--- config.mk ---
export PLATFORM = sky130hd
export DESIGN_NAME = out_of_order_buffer_arbiter
export DESIGN_NICKNAME = d
export VERILOG_FILES = /design/src/rtl/out_of_order_buffer_arbiter.sv
export SDC_FILE = /design/constraint.sdc
export NUM_CORES = 1
export LEC_CHECK = 0
export CORE_MARGIN = 4
export CORE_UTILIZATION = 33
export CTS_CLUSTER_DIAMETER = 150
export CTS_CLUSTER_SIZE = 40
export DETAILED_ROUTE_END_ITERATION = 8
export GPL_TIMING_DRIVEN = 1
export PLACE_DENSITY = 0.72
export SKIP_CTS_REPAIR_TIMING = 1
export SLEW_MARGIN = 0
export SYNTH_ARGS = -nofsm -noshare
export SYNTH_HDL_FRONTEND = slang
export SYNTH_SLANG_ARGS = --single-unit
--- constraint.sdc ---
create_clock -name clock -period 9.05 [get_ports clock]
set_input_delay 0.905 -clock clock [delete_from_list [all_inputs] [get_ports clock]]
set_output_delay 0.905 -clock clock [all_outputs]
set_load 0.05 [all_outputs]
--- src/rtl/out_of_order_buffer_arbiter.sv ---
// Round-robin write/read arbiter in front of a shared out-of-order buffer, with per-requester quota.
// Define OUT_OF_ORDER_BUFFER_ARBITER_OWNERSHIP_CHECK_EN to keep a slot owner table that blocks foreign clears.
module out_of_order_buffer_arbiter #(
    parameter int WIDTH           = 8,
    parameter int DEPTH           = 8,
    parameter int INDEX_WIDTH     = $clog2(DEPTH),
    parameter int REQUESTERS      = 4,
    parameter int REQUESTER_WIDTH = $clog2(REQUESTERS),
    parameter int QUOTA           = DEPTH / 2
) (
    input  logic                                      clock,
    input  logic                                      reset,
    input  logic [REQUESTERS-1:0]                     write_request,
    input  logic [REQUESTERS*WIDTH-1:0]               write_data,
    output logic [REQUESTERS-1:0]                     write_grant,
    output logic [INDEX_WIDTH-1:0]                    write_index,
    input  logic [REQUESTERS-1:0]                     read_request,
    input  logic [REQUESTERS-1:0]                     read_clear,
    input  logic [REQUESTERS*INDEX_WIDTH-1:0]         read_index,
    output logic [REQUESTERS-1:0]                     read_grant,
    output logic [WIDTH-1:0]                          read_data,
    output logic                                      read_error,
    output logic [REQUESTERS*($clog2(QUOTA+1))-1:0]   outstanding,
    output logic                                      buffer_resetn,
    output logic                                      buffer_write_enable,
    output logic [WIDTH-1:0]                          buffer_write_data,
    input  logic [INDEX_WIDTH-1:0]                    buffer_write_index,
    input  logic                                      buffer_full,
    output logic                                      buffer_read_enable,
    output logic                                      buffer_read_clear,
    output logic [INDEX_WIDTH-1:0]                    buffer_read_index,
    input  logic [WIDTH-1:0]                          buffer_read_data,
    input  logic                                      buffer_read_error
);

    localparam int COUNT_WIDTH = $clog2(QUOTA + 1);

    logic [REQUESTER_WIDTH-1:0] write_pointer;
    logic [REQUESTER_WIDTH-1:0] read_pointer;
    logic [COUNT_WIDTH-1:0]     count [REQUESTERS];

    logic                       write_found;
    logic [REQUESTER_WIDTH-1:0] write_winner;
    logic                       read_found;
    logic [REQUESTER_WIDTH-1:0] read_winner;
    logic [INDEX_WIDTH-1:0]     read_slot;
    logic                       owner_mismatch;
    logic                       count_decrement;
    logic [REQUESTERS-1:0]      decrement_vector;

    // Write side: first eligible client at or after the pointer, wrapping.
    always_comb begin
        int candidate;
        candidate    = 0;
        write_found  = 1'b0;
        write_winner = '0;
        for (int k = 0; k < REQUESTERS; k++) begin
            candidate = int'(write_pointer) + k;
            if (candidate >= REQUESTERS) candidate = candidate - REQUESTERS;
            if (!write_found && write_request[candidate] &&
                count[candidate] < COUNT_WIDTH'(QUOTA)) begin
                write_found  = 1'b1;
                write_winner = REQUESTER_WIDTH'(candidate);
            end
        end
    end

    always_comb begin
        int candidate;
        candidate   = 0;
        read_found  = 1'b0;
        read_winner = '0;
        for (int k = 0; k < REQUESTERS; k++) begin
            candidate = int'(read_pointer) + k;
            if (candidate >= REQUESTERS) candidate = candidate - REQUESTERS;
            if (!read_found && read_request[candidate]) begin
                read_found  = 1'b1;
                read_winner = REQUESTER_WIDTH'(candidate);
            end
        end
    end

    always_comb begin
        write_grant       = '0;
        buffer_write_data = '0;
        if (!reset && !buffer_full && write_found) begin
            write_grant[write_winner] = 1'b1;
            buffer_write_data         = write_data[write_winner*WIDTH +: WIDTH];
        end
    end

    always_comb begin
        read_grant        = '0;
        buffer_read_index = '0;
        if (!reset && read_found) begin
            read_grant[read_winner] = 1'b1;
            buffer_read_index       = read_slot;
        end
    end

    assign read_slot           = read_index[read_winner*INDEX_WIDTH +: INDEX_WIDTH];
    assign buffer_write_enable = |write_grant;
    assign buffer_read_enable  = |read_grant;
    assign write_index         = buffer_write_index;
    assign read_data           = buffer_read_data;
    assign buffer_resetn       = ~reset;

`ifdef OUT_OF_ORDER_BUFFER_ARBITER_OWNERSHIP_CHECK_EN
    logic [REQUESTER_WIDTH-1:0] owner [DEPTH];

    assign owner_mismatch = buffer_read_enable && (owner[read_slot] != read_winner);

    always_ff @(posedge clock) begin
        if (reset) begin
            for (int s = 0; s < DEPTH; s++) owner[s] <= '0;
        end else if (buffer_write_enable) begin
            owner[write_index] <= write_winner;
        end
    end
`else
    assign owner_mismatch = 1'b0;
`endif

    // A clear on an invalid slot still goes to the buffer, but only a clean clear frees quota.
    assign read_error        = buffer_read_enable & (buffer_read_error | owner_mismatch);
    assign buffer_read_clear = buffer_read_enable & read_clear[read_winner] & ~owner_mismatch;
    assign count_decrement   = buffer_read_clear & ~buffer_read_error;
    assign decrement_vector  = count_decrement ? read_grant : '0;

    always_ff @(posedge clock) begin
        if (reset) begin
            write_pointer <= '0;
            read_pointer  <= '0;
            for (int i = 0; i < REQUESTERS; i++) count[i] <= '0;
        end else begin
            if (buffer_write_enable) begin
                write_pointer <= (write_winner == REQUESTER_WIDTH'(REQUESTERS - 1)) ?
                                 '0 : write_winner + 1'b1;
            end
            if (buffer_read_enable) begin
                read_pointer <= (read_winner == REQUESTER_WIDTH'(REQUESTERS - 1)) ?
                                '0 : read_winner + 1'b1;
            end
            for (int i = 0; i < REQUESTERS; i++) begin
                if (write_grant[i] && !decrement_vector[i] &&
                    count[i] < COUNT_WIDTH'(QUOTA)) begin
                    count[i] <= count[i] + 1'b1;
                end else if (decrement_vector[i] && !write_grant[i] &&
                             count[i] != '0) begin
                    count[i] <= count[i] - 1'b1;
                end
            end
        end
    end

    always_comb begin
        outstanding = '0;
        for (int i = 0; i < REQUESTERS; i++) begin
            outstanding[i*COUNT_WIDTH +: COUNT_WIDTH] = count[i];
        end
    end

endmodule

**Word level (Yosys, flattened, before mapping)**

Memory sizes are Yosys's and may differ from the RTL's.
Cells that the tools add are included.
Widths: inputs -> output; s select.

- Memories kept: 1
- Memory bits (writable): 12
- Bits of input ports: 71
- Bits in registers: 4
- Output and inout port bits: 47
- Logic and storage cells: 225

Memory list:

| memory | words | bits a word | rd ports | clocked after memory_dff | wr ports | RTL line | text |
|---|---|---|---|---|---|---|---|
| count | 4 | 3 | 8 | 0 | 4 | 40 | `logic [COUNT_WIDTH-1:0] count [REQUESTERS];` |

- Eq/ne operators: 2
- $add $sub $neg: 24
- $lt $le $gt $ge: 28
- Shift operators: 2
- Mux-type cells: 99
- Reductions and logical operators: 53
- Bitwise gates (word level): 13
- Multipliers: 1

Operators by type and width:

| cell | number |
|---|---|
| $lt 32x4->1 const B | 8 |
| $mux 32 | 8 |
| $mux 1 | 57 |
| $shiftx 32x6->8 | 1 |
| $logic_and 1x1->1 | 31 |
| $mux 3 | 9 |
| $lt 3x3->1 const B | 8 |
| $sub 3x3->4 const B | 6 |
| $mux 2 | 10 |
| $bmux 1 s2 | 9 |
| $ge 3x3->1 const B | 6 |
| $logic_not 1->1 | 16 |
| $add 2x2->3 const B | 4 |
| $add 3x1->3 const B | 4 |
| $mux 4 | 3 |
| $reduce_bool 3->1 | 4 |
| $shiftx 12x5->3 | 1 |
| $sub 3x1->3 const B | 4 |
| $mux 8 | 1 |
| $or 1x1->1 | 8 |
| $reduce_or 4->1 | 2 |
| $sub 2x3->4 const B | 2 |
| $add 2x1->3 const B | 2 |
| $ge 2x3->1 const B | 2 |
| 8 further kinds | 16 |

**Logic depth before layout (Yosys ltp)**

- Depth in word-level cells: 32
- Depth in mapped cells: 13
- Gate-level depth less buffers: 12

**Worst setup path before layout**

OpenSTA, ideal clock, no wires.

- Path type: input -> output
- Start point: input port read_request[2]
- End point: output port read_error
- Arrival time: 4.051 ns
- Stages on the path: 9
- Data required time: 8.145 ns
- Setup slack: 4.094 ns
- Path through: nor2b_1 -> a221o_1 -> and2_2 -> buf_2 -> inv_1 -> ha_1 -> nor4_1 -> nor3_1 -> and2_1

- Longest elaborated chain between the ends: 20

Ends and longest elaborated chain:

| item | RTL line | text |
|---|---|---|
| start: declaration | 17 | `input logic [REQUESTERS-1:0] read_request,` |
| $bmux 1 s2 | 76 | `if (!read_found && read_request[candidate]) begin` |
| $mux 1 (implied by the code) (2 in a row) | 76 |  |
| $mux 1 | 76 |  |
| $logic_not 1->1 | 76 |  |
| $logic_and 1x1->1 | 76 |  |
| $mux 1 | 76 |  |
| $logic_not 1->1 | 76 |  |
| $logic_and 1x1->1 | 76 |  |
| [... 4 more ...] | n/a |  |
| $lt 2x3->1 (implied by the code) or $ge 2x1->1 (tied branches) | 96 | `read_grant[read_winner] = 1'b1;` |
| $logic_and 1x1->1 (implied by the code) | 96 |  |
| $mux 1 (implied by the code) | 96 |  |
| $demux 1 s2 | 96 |  |
| $mux 4 * | 95 | `if (!reset && read_found) begin` |
| $reduce_or 4->1 * | 103 | `assign buffer_read_enable = \|read_grant;` |
| named net buffer_read_enable | 29 | `output logic buffer_read_enable,` |
| $and 1x1->1 * | 125 | `assign read_error = buffer_read_enable & (buffer_read_error \| owner_mismatch);` |
| end: declaration | 22 | `output logic read_error,` |

Mark *: on every way through the listed nets, which the timed path passes. The rest lies on a longest branch. The select of a mux whose other input is x is not followed.

**Final worst setup path**

- Start point: input port read_request[2]
- End point: output port read_error

- Longest elaborated chain between the ends: 20

Ends and longest elaborated chain:

| item | RTL line |
|---|---|
| $bmux 1 s2 | 76 |
| $mux 1 (implied by the code) (2 in a row) | 76 |
| $mux 1 | 76 |
| $logic_not 1->1 | 76 |
| $logic_and 1x1->1 | 76 |
| $mux 1 | 76 |
| $logic_not 1->1 | 76 |
| $logic_and 1x1->1 | 76 |
| [... 3 more ...] | n/a |
| $mux 2 | 76 |
| $lt 2x3->1 (implied by the code) or $ge 2x1->1 (tied branches) | 96 |
| $logic_and 1x1->1 (implied by the code) | 96 |
| $mux 1 (implied by the code) | 96 |
| $demux 1 s2 | 96 |
| $mux 4 * | 95 |
| $reduce_or 4->1 * | 103 |
| $and 1x1->1 * | 125 |

Mark *: on every way between the ends. The rest lies on a longest branch, timed or not. The select of a mux whose other input is x is not followed.

==> summary.md <==
| Metric | Value |
|---|---|
| Status | `complete, no violations` |
| WHS Path Cells | `2` |
| Core Rows | `28` |
| Crit path DAT | `4.41 ns` |
| Remaining Overflow, GRT | `0` |
| Slew headroom | `30.8%` |
| Largest net degree at the start of global routing | `22` |
| Sequential cell area | `440 sq um` |
| Layout overhead on the synthesized area | `49.6%` |
| Yosys warning total | `0` |
| Worst min path class | `reg -> reg` |
| Part of the power in registers | `24.8%` |
| Post-synth top area share | `17.9%` |
| Post-Layout Cell Count | `378` |
| Clk network pwr share | `14.8%` |
| CTS tree | `done` |
| Synth area leaders | `edfxtp_1, mux2i_1, ha_1, buf_4, mux2_2` |
| Seq/Total Area, Yosys | `21.9%` |
| Met2 Use GR | `26.8%` |
| Nets | `386` |
| Layout cell share with drive strength beyond 1 | `10.9%` |
| Peak supply drop | `0.0558 mV` |
| WHS | `0.535 ns` |
| Fmax | `188 MHz` |
| Die height | `86.0 um` |
| RSZ-0062 raised after global routing | `no` |
| Seq cells post-synth | `16` |
| EDFF count, synth | `12` |
| Final period utilization | `58.7%` |
| Residual DRC | `0` |
| CTS Buffer Depth | `2` |
| Setup tns final | `0 ns` |
| # H-tree levels | `1` |
| Core Area | `5920 sq um` |
| Final hold vios | `0` |
| Reg clk slew, reported paths | `0.07 ns` |
| Comb pwr share | `60.4%` |
| Final setup fails | `0` |
| Main synth FF type | `edfxtp_1` |
| Clock skew | `0.00130 ns` |
| Starting DRT DRC Count | `140` |
| First-pass GRT wire length | `9300 um` |
| CP Capture Type | `primary output` |
| Vias in the first global route | `1995` |
| DIE AREA | `7400 sq um` |
| Avg Vias per Cell | `5.39` |
| Int Pwr | `212 uW` |
| Peak per-stage delay on the critical path | `0.69 ns` |
| Final WL | `5880 um` |
| Slew Limit Fails | `0` |
| Setup CP Type | `in -> out` |
| Power, Total | `385 uW` |
| Root buf cell | `clkbuf_8` |
| CTS Buf Count | `3` |
| Pwr per Cell Area | `128 nW/um^2` |
| Min cycle time layout | `5.31 ns` |
| Skew-Pair Late Insertion Delay | `0.25 ns` |
| Fill count | `556` |
| Type of origin of the critical path | `primary input` |
| Cells after Synth | `220` |
| Final GP Congestion | `0.798` |
| Met3 usage | `3.27%` |
| Pre-antenna DRT Iters | `4` |
| Syn_nets | `302` |
| Switching share of total power | `45.0%` |
| Detailed-route wire length per cell | `15.5 um` |
| Met1 usage | `19.1%` |
| GR peak layer | `met2` |
| Synth area leader | `edfxtp_1` |
| Max FO, Critical Path | `12` |
| Area of the multi-input gates | `1380 sq um` |
| GRT Resource Usage Total | `15.4%` |
| R2r worst-path depth | `9` |
| NetSw | `173 uW` |
| Worst path cell trace | `clkdlybuf4s50_1, mux2i_1, nor2_1, nor3_1, buf_4, clkinv_1, ha_1, nor4_1, nor3_1, and2_1, clkdlybuf4s50_1` |
| Inst Count DP | `374` |
| Worst-margin pin slew | `1.04 ns` |
| ANT cells | `0` |
| Clk sinks | `16` |
| Post-Syn Area | `2010 sq um` |
| Post-DRT Antenna Nets | `0` |
| Slowest CP cell | `clkdlybuf4s50_1` |
| Initial Util | `33.9%` |
| Worst EP required | `8.15 ns` |
| Average cell area after synthesis | `9.13 sq um` |
| Via count | `2036` |
| Ys async rst share | `0%` |
| Initial antenna violation count | `0` |
| Post-synth cell types | `56` |
| I/O Buffers | `95` |
| Detailed placement HPWL | `4760 um` |
| I/O Pins | `118` |
| Leak Pwr | `0.00110 uW` |
| Die Span X | `86.0 um` |
| Max Cap Viol | `0` |
critical path: cells and delay by family:
kind	cells	cell delay, ns
AND/OR/NAND/NOR	5	1.30
multiplexers	1	0.17
buffers and inverters	4	1.66
adder cells (fa/ha/maj)	1	0.36
area by class of cell:
class	instances	share of cell area [%]
Clock inverter	1	0.125
Clock buffer	3	1.37
Tap cell	75	3.12
Multi-Input combinational cell	166	45.9
Timing Repair Buffer	98	32.4
Inverter	19	2.37
Sequential cell	16	14.7
layer usage:
layer	routed length (um)	vias to the layer above
li1	-	983
met1	2460	983
met2	3010	57
met3	329	13
met4	76	0
met5	0	-
cell usage after synthesis (2+ instances only):
library cell   n
a211oi_1      10
a21boi_2       2
a21oi_1        9
a31oi_1        3
and2_1         5
and3_1         3
and3_4         2
buf_2          6
buf_4         12
dfxtp_1        4
edfxtp_1      12
fa_1           3
ha_1           8
inv_1         17
mux2_2         8
mux2i_1       19
nand2_1        8
nand2b_1       4
nand3_1        9
nor2_1        15
nor2b_1        6
nor3_1         4
nor3b_1        2
o2111ai_1      9
o2111ai_4      2
o211ai_1       2
o21a_4         2
o21bai_1       2
o22ai_1        2
o31a_1         2
o31ai_1        2
xnor2_1        2
state kept, by name, summed over array words and instances (netlist names):
name           count
count             12
read_pointer       2
write_pointer      2
through the flow:
stage / setup slack (ns) / instance area [sq um] / util (%)
final: 3.74 / 3000 / 50.7
after global routing: 3.41 / 3000 / 50.7
after CTS: 3.73 / 3000 / 50.7
after detailed placement: 3.74 / 2960 / 50.0
after global placement: 3.83 / 2960 / 50.0
after floorplan: 4.09 / 2010 / -
power groups by stage:
stage                     Combinational (uW)  Sequential (uW)  Clock (uW)
final                                    233             95.4        57.0
after global routing                     250             96.5        60.7
after CTS                                233             95.3        58.0
after detailed placement                 232             96.9           0
after global placement                   230             96.6           0
after floorplan                          155              109           0
kinds of logic (layout without fill, tap and decap cells):
group	Yosys count	count (layout)	share of synthesized area, %
fa+ha+maj	11	11	7.98
compound gates	57	57	25.2
flops	16	16	21.9
simple gates	69	69	20.4
mux	27	27	14.0
xor+xnor	2	2	0.872
buf+inv	38	121	9.72
worst paths after layout:
path / start / to / slack, ns
max: read_request[2] / read_error / 3.74
min: read_pointer[0] / read_pointer[0] / 0.53
max reg2reg: count[1][2] / count[0][2] / 5.43
min reg2reg: read_pointer[0] / read_pointer[0] / 0.53
placed cells by master (no fill, tap or decap), types with 2 or more instances in the layout:
| cell type | netlist | final |
|---|---|---|
| a21oi_1 | 9 | 9 |
| o22ai_1 | 2 | 2 |
| mux2_2 | 8 | 8 |
| nand3_1 | 9 | 9 |
| o2111ai_1 | 9 | 9 |
| dfxtp_1 | 4 | 4 |
| a21boi_2 | 2 | 2 |
| inv_1 | 17 | 17 |
| o21bai_1 | 2 | 2 |
| o31a_1 | 2 | 2 |
| o31ai_1 | 2 | 2 |
| o21a_4 | 2 | 2 |
| and3_1 | 3 | 3 |
| clkbuf_8 | 0 | 3 |
| and3_4 | 2 | 2 |
| a211oi_1 | 10 | 10 |
| mux2i_1 | 19 | 19 |
| nor2b_1 | 6 | 6 |
| clkdlybuf4s50_1 | 0 | 95 |
| nor3b_1 | 2 | 2 |
| nand2b_1 | 4 | 4 |
| and2_1 | 5 | 5 |
| nor2_1 | 15 | 15 |
| clkinv_1 | 1 | 2 |
| nand2_1 | 8 | 8 |
| buf_4 | 12 | 3 |
| ha_1 | 8 | 8 |
| edfxtp_1 | 12 | 12 |
| xnor2_1 | 2 | 2 |
| o211ai_1 | 2 | 2 |
| nor3_1 | 4 | 4 |
| o2111ai_4 | 2 | 2 |
| a31oi_1 | 3 | 3 |
| fa_1 | 3 | 3 |
(Power assumes the default switching activity.)
